## src/rtl/mem_copy_engine_if.sv

```systemverilog
// Handshake and memory-port bundle for mem_copy_engine.
//   master : the copy engine (drives status and the memory port, receives request and read data)
//   slave  : the requester/memory side (drives request and read data, observes the rest)
interface mem_copy_engine_if #(
    parameter int unsigned LEN_W = 6
);
    localparam int unsigned ADDR_W = 32;
    localparam int unsigned DATA_W = 32;

    logic              start;
    logic [ADDR_W-1:0] src_addr;
    logic [ADDR_W-1:0] dst_addr;
    logic [LEN_W-1:0]  len;
    logic              busy;
    logic              done;
    logic              err;
    logic [LEN_W-1:0]  count;
    logic [ADDR_W-1:0] mem_address;
    logic [DATA_W-1:0] mem_write_data;
    logic              mem_write;
    logic              mem_read;
    logic [DATA_W-1:0] mem_read_data;

    modport master (
        input  start, src_addr, dst_addr, len, mem_read_data,
        output busy, done, err, count, mem_address, mem_write_data, mem_write, mem_read
    );

    modport slave (
        output start, src_addr, dst_addr, len, mem_read_data,
        input  busy, done, err, count, mem_address, mem_write_data, mem_write, mem_read
    );
endinterface

```

## src/rtl/mem_copy_engine.sv

```systemverilog
// Block copy engine: moves len words from src_addr to dst_addr over the data-memory port,
// one read cycle then one write cycle per word, ascending addresses.
// Ports:
//   clk, rst_n : clock, synchronous active-low reset
//   bus        : mem_copy_engine_if.master
//                request  : start, src_addr, dst_addr, len
//                status   : busy, done (1-cycle pulse), err (held until next start), count
//                memory   : mem_address, mem_write_data, mem_write, mem_read, mem_read_data
module mem_copy_engine #(
    parameter int unsigned BANK_WORDS = 20,
    parameter int unsigned LEN_W      = 6
) (
    input  logic                  clk,
    input  logic                  rst_n,
    mem_copy_engine_if.master     bus
);
    localparam int unsigned ADDR_W    = 32;
    localparam int unsigned DATA_W    = 32;
    localparam int unsigned BANK_STEP = 1000;
    localparam int unsigned NUM_BANKS = 3;

    typedef enum logic [2:0] {
        IDLE,
        CHECK,
        RD,
        WR,
        FIN
    } state_t;

    state_t            state;
    logic [ADDR_W-1:0] src_q;
    logic [ADDR_W-1:0] dst_q;
    logic [LEN_W-1:0]  len_q;
    logic [LEN_W-1:0]  cnt_q;
    logic [ADDR_W-1:0] addr_q;
    logic [DATA_W-1:0] hold_q;
    logic              busy_q;
    logic              done_q;
    logic              err_q;
    logic              rd_q;
    logic              wr_q;

    logic [LEN_W-1:0]  cnt_nxt_c;
    logic              legal_c;

    // True when [base, base+n-1] sits entirely inside one bank; 33-bit ends avoid wrap.
    function automatic logic range_ok(input logic [ADDR_W-1:0] base, input logic [LEN_W-1:0] n);
        logic [ADDR_W:0] lo;
        logic [ADDR_W:0] hi;
        logic            ok;
        lo = {1'b0, base};
        hi = lo + (ADDR_W+1)'(n) - (ADDR_W+1)'(1);
        ok = 1'b0;
        for (int unsigned b = 1; b <= NUM_BANKS; b++) begin
            if ((lo >= (ADDR_W+1)'(b * BANK_STEP)) &&
                (hi <= (ADDR_W+1)'(b * BANK_STEP + BANK_WORDS - 1))) begin
                ok = 1'b1;
            end
        end
        return ok;
    endfunction

    assign cnt_nxt_c = cnt_q + LEN_W'(1);
    assign legal_c   = (len_q != '0) && range_ok(src_q, len_q) && range_ok(dst_q, len_q);

    // Control FSM; every output comes straight from a register.
    always_ff @(posedge clk) begin
        if (!rst_n) begin
            state  <= IDLE;
            src_q  <= '0;
            dst_q  <= '0;
            len_q  <= '0;
            cnt_q  <= '0;
            addr_q <= '0;
            hold_q <= '0;
            busy_q <= 1'b0;
            done_q <= 1'b0;
            err_q  <= 1'b0;
            rd_q   <= 1'b0;
            wr_q   <= 1'b0;
        end else begin
            done_q <= 1'b0;
            case (state)
                IDLE: begin
                    if (bus.start) begin
                        src_q  <= bus.src_addr;
                        dst_q  <= bus.dst_addr;
                        len_q  <= bus.len;
                        err_q  <= 1'b0;
                        cnt_q  <= '0;
                        busy_q <= 1'b1;
                        state  <= CHECK;
                    end
                end
                CHECK: begin
                    if (legal_c) begin
                        addr_q <= src_q;
                        rd_q   <= 1'b1;
                        state  <= RD;
                    end else begin
                        err_q  <= 1'b1;
                        state  <= FIN;
                    end
                end
                RD: begin
                    // hold_q doubles as the write-data register, so it only moves on entry to WR
                    hold_q <= bus.mem_read_data;
                    addr_q <= dst_q + ADDR_W'(cnt_q);
                    rd_q   <= 1'b0;
                    wr_q   <= 1'b1;
                    state  <= WR;
                end
                WR: begin
                    cnt_q <= cnt_nxt_c;
                    wr_q  <= 1'b0;
                    if (cnt_nxt_c == len_q) begin
                        state <= FIN;
                    end else begin
                        addr_q <= src_q + ADDR_W'(cnt_nxt_c);
                        rd_q   <= 1'b1;
                        state  <= RD;
                    end
                end
                FIN: begin
                    done_q <= 1'b1;
                    busy_q <= 1'b0;
                    rd_q   <= 1'b0;
                    wr_q   <= 1'b0;
                    state  <= IDLE;
                end
                default: state <= IDLE;
            endcase
        end
    end

    assign bus.busy           = busy_q;
    assign bus.done           = done_q;
    assign bus.err            = err_q;
    assign bus.count          = cnt_q;
    assign bus.mem_address    = addr_q;
    assign bus.mem_write_data = hold_q;
    assign bus.mem_write      = wr_q;
    assign bus.mem_read       = rd_q;
endmodule

```

## src/flat_wrapper.sv

```systemverilog
// flat-port wrapper written by rule: the top's interface ports become plain ports
module mem_copy_engine_flat 
#(
    parameter int unsigned BANK_WORDS = 20,
    parameter int unsigned LEN_W      = 6
)
  (clk, rst_n, bus_start, bus_src_addr, bus_dst_addr, bus_len, bus_mem_read_data, bus_busy, bus_done, bus_err, bus_count, bus_mem_address, bus_mem_write_data, bus_mem_write, bus_mem_read);
  mem_copy_engine_if #(.LEN_W(LEN_W)) bus_i ();
  input  logic clk;
  input  logic rst_n;
  input wire logic [$bits(bus_i.start)-1:0] bus_start;
  input wire logic [$bits(bus_i.src_addr)-1:0] bus_src_addr;
  input wire logic [$bits(bus_i.dst_addr)-1:0] bus_dst_addr;
  input wire logic [$bits(bus_i.len)-1:0] bus_len;
  input wire logic [$bits(bus_i.mem_read_data)-1:0] bus_mem_read_data;
  output wire logic [$bits(bus_i.busy)-1:0] bus_busy;
  output wire logic [$bits(bus_i.done)-1:0] bus_done;
  output wire logic [$bits(bus_i.err)-1:0] bus_err;
  output wire logic [$bits(bus_i.count)-1:0] bus_count;
  output wire logic [$bits(bus_i.mem_address)-1:0] bus_mem_address;
  output wire logic [$bits(bus_i.mem_write_data)-1:0] bus_mem_write_data;
  output wire logic [$bits(bus_i.mem_write)-1:0] bus_mem_write;
  output wire logic [$bits(bus_i.mem_read)-1:0] bus_mem_read;
  assign bus_i.start = bus_start;
  assign bus_i.src_addr = bus_src_addr;
  assign bus_i.dst_addr = bus_dst_addr;
  assign bus_i.len = bus_len;
  assign bus_i.mem_read_data = bus_mem_read_data;
  assign bus_busy = bus_i.busy;
  assign bus_done = bus_i.done;
  assign bus_err = bus_i.err;
  assign bus_count = bus_i.count;
  assign bus_mem_address = bus_i.mem_address;
  assign bus_mem_write_data = bus_i.mem_write_data;
  assign bus_mem_write = bus_i.mem_write;
  assign bus_mem_read = bus_i.mem_read;
  mem_copy_engine #(.BANK_WORDS(BANK_WORDS), .LEN_W(LEN_W)) u_core (.clk(clk), .rst_n(rst_n), .bus(bus_i));
endmodule
```

## config.mk

```make
export PLATFORM = sky130hd
export DESIGN_NAME = mem_copy_engine_flat
export DESIGN_NICKNAME = d
export VERILOG_FILES = /design/src/rtl/mem_copy_engine_if.sv /design/src/rtl/mem_copy_engine.sv /design/src/flat_wrapper.sv
export SDC_FILE = /design/constraint.sdc
export NUM_CORES = 1
export LEC_CHECK = 0
export CORE_UTILIZATION = 25
export CTS_CLUSTER_DIAMETER = 60
export DETAILED_ROUTE_END_ITERATION = 12
export GPL_TIMING_DRIVEN = 0
export SLEW_MARGIN = 15
export SYNTH_ARGS = -nofsm -noshare
export SYNTH_HDL_FRONTEND = slang
export SYNTH_SLANG_ARGS = --single-unit
```

## constraint.sdc

```tcl
create_clock -name clk -period 5.4 [get_ports clk]
set_input_delay 1.08 -clock clk [delete_from_list [all_inputs] [get_ports clk]]
set_output_delay 1.08 -clock clk [all_outputs]
set_load 0.1 [all_outputs]
```

==> metrics.txt, run 1 <==
Sequential Area about 3000 µm²; via-per-instance ratio ~5.3; Ports 180; f_max 192 MHz; die extent in x about 250 µm; Setup Total Neg Slack 0 ns; Syn Inst Count around 2000; Critical-path top delay cell nor4_1; Largest stage delay, worst path approximately 0.96 ns; vias in the first global route around 15000; area grow syn2layout 22.8%; Post-CTS Setup Inserts 0; Leakage around 0.0070 µW; Routed WL 59.7 mm; Worst setup EP type register; CTS max path bufs 2; worst path cell trace inv_1, ha_1, buf_2, nor4_1, nand4_1, a311oi_1, a21oi_1, nor4_1, nand4_1, a2111oi_4, a41oi_1, buf_2, buf_2, nand3_1, o21ai_1; Overflow after GRT 0; arrival time of the worst setup path between 5 and 6 ns; DR pass1 iterations 6; met2 WL roughly 26 mm; first-pass GRT wire length between 90 and 100 mm; Multi-input gate area 11000 µm²; slew margin rel. 0.250; Post-route DRC 0; hold crit path type reg2reg; Finished Layout Cells approximately 3000; synth warn 0; RSZ-0062 raised after global routing no; Tcrit/Tclk final 0.962; final setup fails 0; WP buf/inv 4; M1 wire length between 20 and 30 mm; Seq cells post-synth 148; Syn Nets around 2300; Avg Cell Area, Syn 7.33 µm²; Crit Path Class reg2reg; Final Instance Area 18300 µm²; Max-Cap Viols 0; Fillers about 6400; fraction of layout cells with a size suffix above 1 0.0491; DRT iter0 DRCs roughly 1600; die area between 60000 and 70000 µm²; GP Congestion 1.02; dpl cell area 17700 µm²; later-pin clock latency in the skew report roughly 0.45 ns; worst slew pin tran about 1.1 ns; antenna violations before repair 5; fraction of registers with async set/reset 0; CTS buffer count 17; Netlist cell types 96; GRT Total Usage 0.194; H-Tree Depth 4; worst IR drop on VDD ~0.00021 V; most used flip-flop cell after synthesis dfxtp_1; Placeable Area around 60000 µm²; Crit Path Max Fanout 10; vias after detailed routing ~16000; sequential-to-total area share from yosys stat 0.199; Detail Route Antenna Nets 0; Post-synth EDFFs 0; CP Launch Type register; Fin. Hold Viols 0; CTS tree yes; max-slew violations 0; per-cell routed wire length 19.8 µm; Port Buf Inserts around 180; clock sinks about 150; Initial Utilization 0.253; Crit path top cell by count buf_2; Antenna diodes 0; critical path depth 15; worst hold stages 2; Max Used Layer met5; synthesized area roughly 15000 µm²; routed wl met3 5.32 mm; cts-stage hold buffer count 0; power per standard cell area 228 nW/µm²; # rows between 80 and 90; Clock Skew between 0.01 and 0.015 ns; status finished, final reports clean; dpl hpwl between 50 and 60 mm; worst-case reg-to-reg path depth 15; Top delay family on crit path simple AND/OR/NAND/NOR gates; Critical Path RT roughly 5.7 ns; min Tclk post-route 5.20 ns; Die H between 200 and 250 µm; clk root buf clkbuf_16; clock slew at reported path FFs ~0.070 ns; largest net degree at the start of global routing 17; nets between 2000 and 3000; total power between 4000 and 5000 µW; placed insts approximately 3000
[registers in the layout (all words and copies together) (netlist names)]
name,count
u_core.bus.mem_address,32
u_core.bus.mem_write_data,32
u_core.dst_q,32
u_core.src_q,32
u_core.bus.count,6
u_core.len_q,6
u_core.state,3
u_core.bus.busy,1
u_core.bus.done,1
u_core.bus.err,1
u_core.bus.mem_read,1
u_core.bus.mem_write,1
[power breakdown]
part           internal, µW  switching (µW)  total, µW
sequential             1130            76.1       1200
combinational           663            1120       1780
clock                   655             533       1190
[cells in the final DEF (no fill, tap or decap), types with 28 or more instances in the layout]
master and instances:
dfxtp_1 148, nor3_1 28, a21oi_1 91, nor4_1 38
xnor2_1 49, nand2_1 347, ha_1 190, o21ai_0 77
clkbuf_1 55, nor2_1 124, a21boi_0 111, inv_1 141
nor2b_1 34, clkdlybuf4s50_1 179, nand3_1 93, nand4_1 32
[metrics by stage]
step,util,setup slack (ns),hold slack [ns]
2_1_floorplan,-,1.18,0.443
3_3_place_gp,0.300,-0.199,0.451
3_5_place_dp,0.300,-0.206,0.454
4_1_cts,0.310,0.0511,0.463
5_1_grt,0.310,0.0143,0.483
6_report,0.310,0.203,0.458
[layer usage]
layer  GRT usage  vias up
li1            -     7664
met1       0.255     7448
met2       0.302      654
met3      0.0501      104
met4      0.0691        8
met5           0        -
[cells in the mapped netlist, drive strengths merged, types with 6 or more instances]
library cell	count	area share
a2111oi	13	0.0089
a211o	8	0.0047
a211oi	14	0.0074
a21boi	114	0.058
a21o	16	0.0081
a21oi	98	0.034
a221o	7	0.0047
a221oi	8	0.0047
a311oi	6	0.0035
a31oi	16	0.0067
and2	16	0.0067
and3	20	0.0084
and4	9	0.0053
buf	45	0.015
clkbuf	56	0.014
dfxtp	148	0.20
ha	191	0.16
inv	145	0.037
mux2i	10	0.0067
nand2	347	0.087
nand2b	13	0.0055
nand3	93	0.031
nand4	32	0.013
nor2	124	0.031
nor2b	35	0.015
nor3	30	0.011
nor4	41	0.019
o2111ai	7	0.0045
o211ai	26	0.013
o21a	8	0.0040
o21ai	104	0.035
o21bai	11	0.0055
o221ai	9	0.0053
o22ai	11	0.0046
o31ai	20	0.011
or3	15	0.0063
or4	11	0.0055
xnor2	49	0.029
xor2	11	0.0065
[timing repair]
item,CTS,global route
setup endpoints to repair,33,33
pin swaps,0,1
resized for setup,2,6
[layout make-up]
class                   count  share of cell area
clock buffers              17              0.0233
plain buffers             101              0.0241
inverters                 145              0.0298
multi-input cells        1636               0.601
clock inverters            15             0.00890
repair buffers            179              0.0980
flip-flops and latches    148               0.162
well taps                 773              0.0529
[worst paths after layout]
path                                                  from                          to  slack, ns
worst min-delay path            u_core.bus.mem_address[19]  u_core.bus.mem_address[19]       0.46
worst max-delay path                      u_core.src_q[26]  u_core.bus.mem_address[30]       0.20
worst max register to register            u_core.src_q[26]  u_core.bus.mem_address[30]       0.20
worst min register to register  u_core.bus.mem_address[19]  u_core.bus.mem_address[19]       0.46
[kinds of logic (layout without fill, tap and decap cells)]
group | count (synthesis) | in the layout | share of synthesized area
AND/OR/NAND/NOR | 812 | 812 | 0.262
AO/OA/AOI/OAI | 556 | 556 | 0.263
buffers and inverters | 246 | 457 | 0.0661
adder cells (fa/ha/maj) | 195 | 195 | 0.166
flip-flops | 148 | 148 | 0.199
XOR/XNOR | 60 | 60 | 0.0353
multiplexers | 13 | 13 | 0.00899
[worst reg2reg max path: stages, from the launching register on]
cell and delay, ns:
dfxtp_1 0.56, inv_1 0.16, ha_1 0.31, buf_2 0.19
nor4_1 0.96, nand4_1 0.19, a311oi_1 0.54, a21oi_1 0.09
nor4_1 0.42, nand4_1 0.29, a2111oi_4 0.51, a41oi_1 0.23
buf_2 0.23, buf_2 0.21, nand3_1 0.12, o21ai_1 0.07
(Power assumes the default switching activity.)
==> run 2: changes to the inputs <==
--- a/config.mk
+++ b/config.mk
@@ -8,7 +8,6 @@
 export CORE_UTILIZATION = 25
 export CTS_CLUSTER_DIAMETER = 60
 export DETAILED_ROUTE_END_ITERATION = 12
-export GPL_TIMING_DRIVEN = 0
 export SLEW_MARGIN = 15
 export SYNTH_ARGS = -nofsm -noshare
 export SYNTH_HDL_FRONTEND = slang
==> metrics.txt, run 2 (same netlist as run 1, synthesis figures left out) <==
Critical-path top delay cell a2111oi_0; Post-CTS Setup Inserts 0 (unchanged); most common cell after layout, fill and taps aside nand2_1; Setup Total Neg Slack 0 ns (unchanged); Clock Skew 0.0126 ns (+0.000476 ns); CP Launch Type register; via-per-instance ratio 5.44 (+3.2%); placed insts 2954 (-0.94%); dpl hpwl 54.6 mm (+8.8%); Crit path top cell by count buf_4; die extent in x 246 µm (unchanged); worst path cell trace inv_1, ha_1, buf_4, nor4_1, o32a_1, o211ai_1, a2111oi_0, nand4_1, a2111oi_2, buf_4, a41oi_4, buf_4, nand3_1, o21ai_0; antenna violations before repair 1 (-4); Routed WL 65.8 mm (+10%); Fin. Hold Viols 0 (unchanged); CTS max path bufs 2 (unchanged); arrival time of the worst setup path 5.30 ns (-0.22 ns); DRT iter0 DRCs 1663 (+5.3%); # rows 89 (unchanged); Crit Path Class reg2reg; Antenna diodes 0 (unchanged); clock sinks 148 (unchanged); CTS buffer count 17 (unchanged); nets 2500 (-1.1%); later-pin clock latency in the skew report 0.45 ns (about the same); Detail Route Antenna Nets 0 (unchanged); largest net degree at the start of global routing 78 (+61); worst slew pin tran 1.14 ns (+0.0261 ns); CTS tree yes; vias in the first global route 15316 (+3.4%); Largest stage delay, worst path 0.94 ns (-0.02 ns); Worst setup EP type register; most frequent cells in the layout nand2_1 (346), ha_1 (191), clkdlybuf4s50_1 (178), dfxtp_1 (148), inv_1 (141); Top delay family on crit path compound AO/OA/AOI/OAI gates; fraction of layout cells with a size suffix above 1 0.0687 (+0.0196); status finished, final reports clean; vias after detailed routing 16224 (+2.2%); area grow syn2layout 23.6%; cts-stage hold buffer count 0 (unchanged); power per standard cell area 236 nW/µm² (+3.5%); clk root buf clkbuf_16; H-Tree Depth 4 (unchanged); clock slew at reported path FFs 0.07 ns (about the same); GP Congestion 1.03 (+1.0%); Initial Utilization 0.253 (unchanged); Leakage 0.00719 µW (+2.4%); Tcrit/Tclk final 0.921 (-0.0418); DR pass1 iterations 5 (-1); RSZ-0062 raised after global routing no; Ports 180 (unchanged); Fillers 6268 (-2.0%); Die H 246 µm (unchanged); Max-Cap Viols 0 (unchanged); first-pass GRT wire length 97.5 mm (+8.0%); Finished Layout Cells 2985 (-0.96%); WP buf/inv 4 (unchanged); final setup fails 0 (unchanged); hold crit path type reg2reg; die area 60500 µm² (unchanged); Post-route DRC 0 (unchanged); worst IR drop on VDD 0.000246 V (+15%); max-slew violations 0 (unchanged); slew margin rel. 0.237 (-0.0133); Port Buf Inserts 179 (unchanged); min Tclk post-route 4.97 ns (-0.226 ns); post_cts resized 0 (-2); per-cell routed wire length 22.0 µm (+11%); Crit Path Max Fanout 35 (+25); GRT Total Usage 0.213 (+0.0197); Placeable Area 58900 µm² (unchanged); Overflow after GRT 0 (unchanged); Critical Path RT 5.72 ns (about the same); f_max 201 MHz (+4.5%)
run 2: changes by cell type in the layout (fill, tap and decap cells not counted), moves of 2 or more:
cell / change
buf_4: +67
clkbuf_1: -55
buf_2: -24
buf_1: -14
inv_8: -3
a2111oi_0: +2
clkbuf_8: +2
run 2: where the power goes:
group          total, µW  internal (µW)  leakage, µW  switching (µW)
combinational       1950            704      0.00570            1240
sequential          1170           1130      0.00120            46.7
clock               1230            710     0.000291             518
run 2: worst paths after layout:
path | start | to | slack (ns) | cells after the start
max | u_core.dst_q[25] | u_core.bus.mem_address[2] | 0.43 | 14
min | u_core.bus.mem_address[17] | u_core.bus.mem_address[17] | 0.46 | 2
max reg2reg | u_core.dst_q[25] | u_core.bus.mem_address[2] | 0.43 | 14
min reg2reg | u_core.bus.mem_address[17] | u_core.bus.mem_address[17] | 0.46 | 2
run 2: stage by stage:
step                      setup slack (ns)  power [µW]  hold WS (ns)   util  cell area (µm²)
after floorplan                       1.18        2370         0.443      -            14900
after global placement               0.594        3090         0.449  0.302            17800
after detailed placement             0.608        3080         0.454  0.302            17800
after CTS                            0.584        4330         0.466  0.312            18400
after global routing                 0.137        4550         0.486  0.312            18400
final                                0.429        4350         0.459  0.312            18400
run 2: routing by layer:
metal / share of wire / global-route usage / up-vias / routed length (µm)
met5: 0.00020 / 0 / - / 13
met4: 0.031 / 0.0720 / 2 / 2070
met3: 0.086 / 0.0465 / 118 / 5670
met2: 0.45 / 0.337 / 758 / 29400
met1: 0.44 / 0.284 / 7760 / 28700
li1: - / - / 7586 / -
run 2: cell type report:
class | count | area, µm² | area share
inverters | 145 | 544 | 0.0296
clock buffers | 19 | 453 | 0.0246
repair buffers | 252 | 2350 | 0.128
multi-input cells | 1636 | 11000 | 0.597
well taps | 773 | 967 | 0.0526
clock inverters | 12 | 143 | 0.00775
flip-flops and latches | 148 | 2960 | 0.161
run 2: worst register-to-register path: stages (launching register included):
cell	delay, ns
dfxtp_1	0.47
inv_1	0.18
ha_1	0.35
buf_4	0.20
nor4_1	0.83
o32a_1	0.28
o211ai_1	0.13
a2111oi_0	0.94
nand4_1	0.23
a2111oi_2	0.38
buf_4	0.20
a41oi_4	0.17
buf_4	0.30
nand3_1	0.12
o21ai_0	0.09
==> run 3: changes to the inputs <==
--- a/config.mk
+++ b/config.mk
@@ -5,9 +5,11 @@
 export SDC_FILE = /design/constraint.sdc
 export NUM_CORES = 1
 export LEC_CHECK = 0
-export CORE_UTILIZATION = 25
+export CORE_ASPECT_RATIO = 1.75
+export CORE_UTILIZATION = 42
 export CTS_CLUSTER_DIAMETER = 60
 export DETAILED_ROUTE_END_ITERATION = 12
+export HOLD_SLACK_MARGIN = 0.02
 export SLEW_MARGIN = 15
 export SYNTH_ARGS = -nofsm -noshare
 export SYNTH_HDL_FRONTEND = slang
==> metrics.txt, run 3 (same netlist as run 1, synthesis figures left out) <==
status finished, final reports clean; NetSw 1860 µW (+2.8%); clock slew at reported path FFs 0.07 ns (about the same); dpl ws 0.218 ns (-0.390 ns); vias in the first global route 16172 (+5.6%); dpl cell area 17600 µm² (-1.3%); Placeable Area 34700 µm² (-41%); H-Tree Depth 4 (unchanged); slew margin rel. 0.228 (-0.00835); Crit Path Class reg2reg; Comb pwr share 0.458 (+0.010); Tcrit/Tclk final 0.973 (+0.0523); most common cell after layout, fill and taps aside nand2_1; Max-Cap Viols 0 (unchanged); via-per-instance ratio 6.12 (+13%); Worst setup EP type register; Post-CTS Setup Inserts 0 (unchanged); GRT Total Usage 0.390 (+0.177); clock network fraction of design power 0.275 (-0.008); worst IR drop on VDD 0.000280 V (+14%); Initial Utilization 0.429 (+0.177); Port Buf Inserts 179 (unchanged); final setup fails 0 (unchanged); Detail Route Antenna Nets 0 (unchanged); Sw Share 0.421 (+0.00517); later-pin clock latency in the skew report 0.44 ns (about the same); clk root buf clkbuf_16; power per standard cell area 243 nW/µm² (+2.8%); most frequent cells in the layout nand2_1 (346), ha_1 (191), clkdlybuf4s50_1 (178), dfxtp_1 (148), inv_1 (141); min Tclk post-route 5.25 ns (+0.283 ns); worst slew pin tran 1.15 ns (+0.00600 ns); final setup margin 0.146 ns (-0.283 ns); Leakage 0.00727 µW (+1.1%); DR pass1 iterations 6 (+1); vias after detailed routing 16466 (+1.5%); DRT iter0 DRCs 1269 (-24%); # rows 90 (+1.1%); area grow syn2layout 22.1%; Ports 180 (unchanged); arrival time of the worst setup path 5.56 ns (+0.26 ns); Fin. Hold Viols 0 (unchanged); fraction of layout cells with a size suffix above 1 0.0767 (+0.00800); Final Instance Area 18200 µm² (-1.2%); Layout Utilization 0.524 (+0.212); hold crit path type reg2reg; GP Congestion 1.05 (+1.9%); Overflow after GRT 0 (unchanged); Setup Total Neg Slack 0 ns (unchanged); dpl hpwl 56.1 mm (+2.8%); die extent in x 144 µm (-41%); nets 2517 (+0.68%); largest net degree at the start of global routing 106 (+36%); f_max 190 MHz (-5.4%); per-cell routed wire length 25.9 µm (+18%); Critical Path RT 5.70 ns (-0.02 ns); antenna violations before repair 1 (unchanged); CTS tree yes; RSZ-0062 raised after global routing no; Seq pwr share 0.267 (-0.003); Post-route DRC 0 (unchanged); Crit Path Max Fanout 21 (-40%); die area 36200 µm² (-40%); CTS max path bufs 2 (unchanged); clock sinks 148 (unchanged); Clock Skew 0.0133 ns (+0.000723 ns); max-slew violations 0 (unchanged); Die H 251 µm (+2.0%); Routed WL 69.7 mm (+5.9%); first-pass GRT wire length 102 mm (+4.8%); CTS buffer count 17 (unchanged); CP Launch Type register; Internal Pwr Total 2560 µW (+0.66%)
## run 3: changes by cell type in the layout (fill, tap and decap cells not counted), sizes merged
cell      delta
clkinv       -3
buf         +17
diode        +1
clkinvlp     +3
## run 3: per-layer routing
layer,global-route usage,wire length [µm],part of all wire,vias to the layer above
li1,-,-,-,7623
met1,0.394,23800,0.34,7680
met2,0.653,33400,0.48,851
met3,0.0800,4630,0.066,312
met4,0.376,7850,0.11,0
met5,0,0,0,-
## run 3: power by group through the flow
| stage | clock network [µW] | logic (µW) | registers (µW) |
|---|---|---|---|
| floorplan | 0 | 1170 | 1200 |
| global placement | 0 | 1930 | 1200 |
| detailed placement | 0 | 1920 | 1200 |
| CTS | 1230 | 1930 | 1180 |
| global route | 1270 | 2140 | 1180 |
| finish | 1220 | 2020 | 1180 |
## run 3: timing repair
action                     CTS  global route
gates resized for setup      0             2
hold buffers                 0             0
setup endpoints to repair    0            35
## run 3: final cells by class
class                   count  area, µm²
inverters                 145        544
diodes                      1       2.50
repair buffers            269       2500
well taps                 460        576
flip-flops and latches    148       2960
fillers                  3485      16500
clock inverters            12        145
clock buffers              19        443
multi-input cells        1636      11000
## run 3: worst paths after layout
path                                                  from                         end  slack [ns]  depth (start not counted)
worst min register to register  u_core.bus.mem_address[10]  u_core.bus.mem_address[10]        0.46                          2
worst max register to register            u_core.src_q[28]   u_core.bus.mem_address[7]        0.15                         17
worst max-delay path                      u_core.src_q[28]   u_core.bus.mem_address[7]        0.15                         17
worst min-delay path            u_core.bus.mem_address[10]  u_core.bus.mem_address[10]        0.46                          2
## run 3: stage by stage
stage               hold WS [ns]  total power, µW  cells
finish                     0.464             4410   2690
global route               0.480             4590   2689
CTS                        0.466             4330   2689
detailed placement         0.452             3120   2658
global placement           0.443             3130   2658
floorplan                  0.443             2370   2030
## run 3: worst max-delay path: stages (launching register included)
cell and delay, ns:
dfxtp_1 0.45, inv_1 0.15, ha_1 0.51, or3_1 0.45, nor2_1 0.20, nor4_1 0.10
nor4_2 0.55, o2111ai_1 0.33, a2111oi_0 0.77, buf_4 0.25, nand4_1 0.12, a2111oi_2 0.37
buf_4 0.18, a41oi_4 0.14, buf_12 0.21, buf_12 0.15, nand3_1 0.07, o21ai_0 0.10
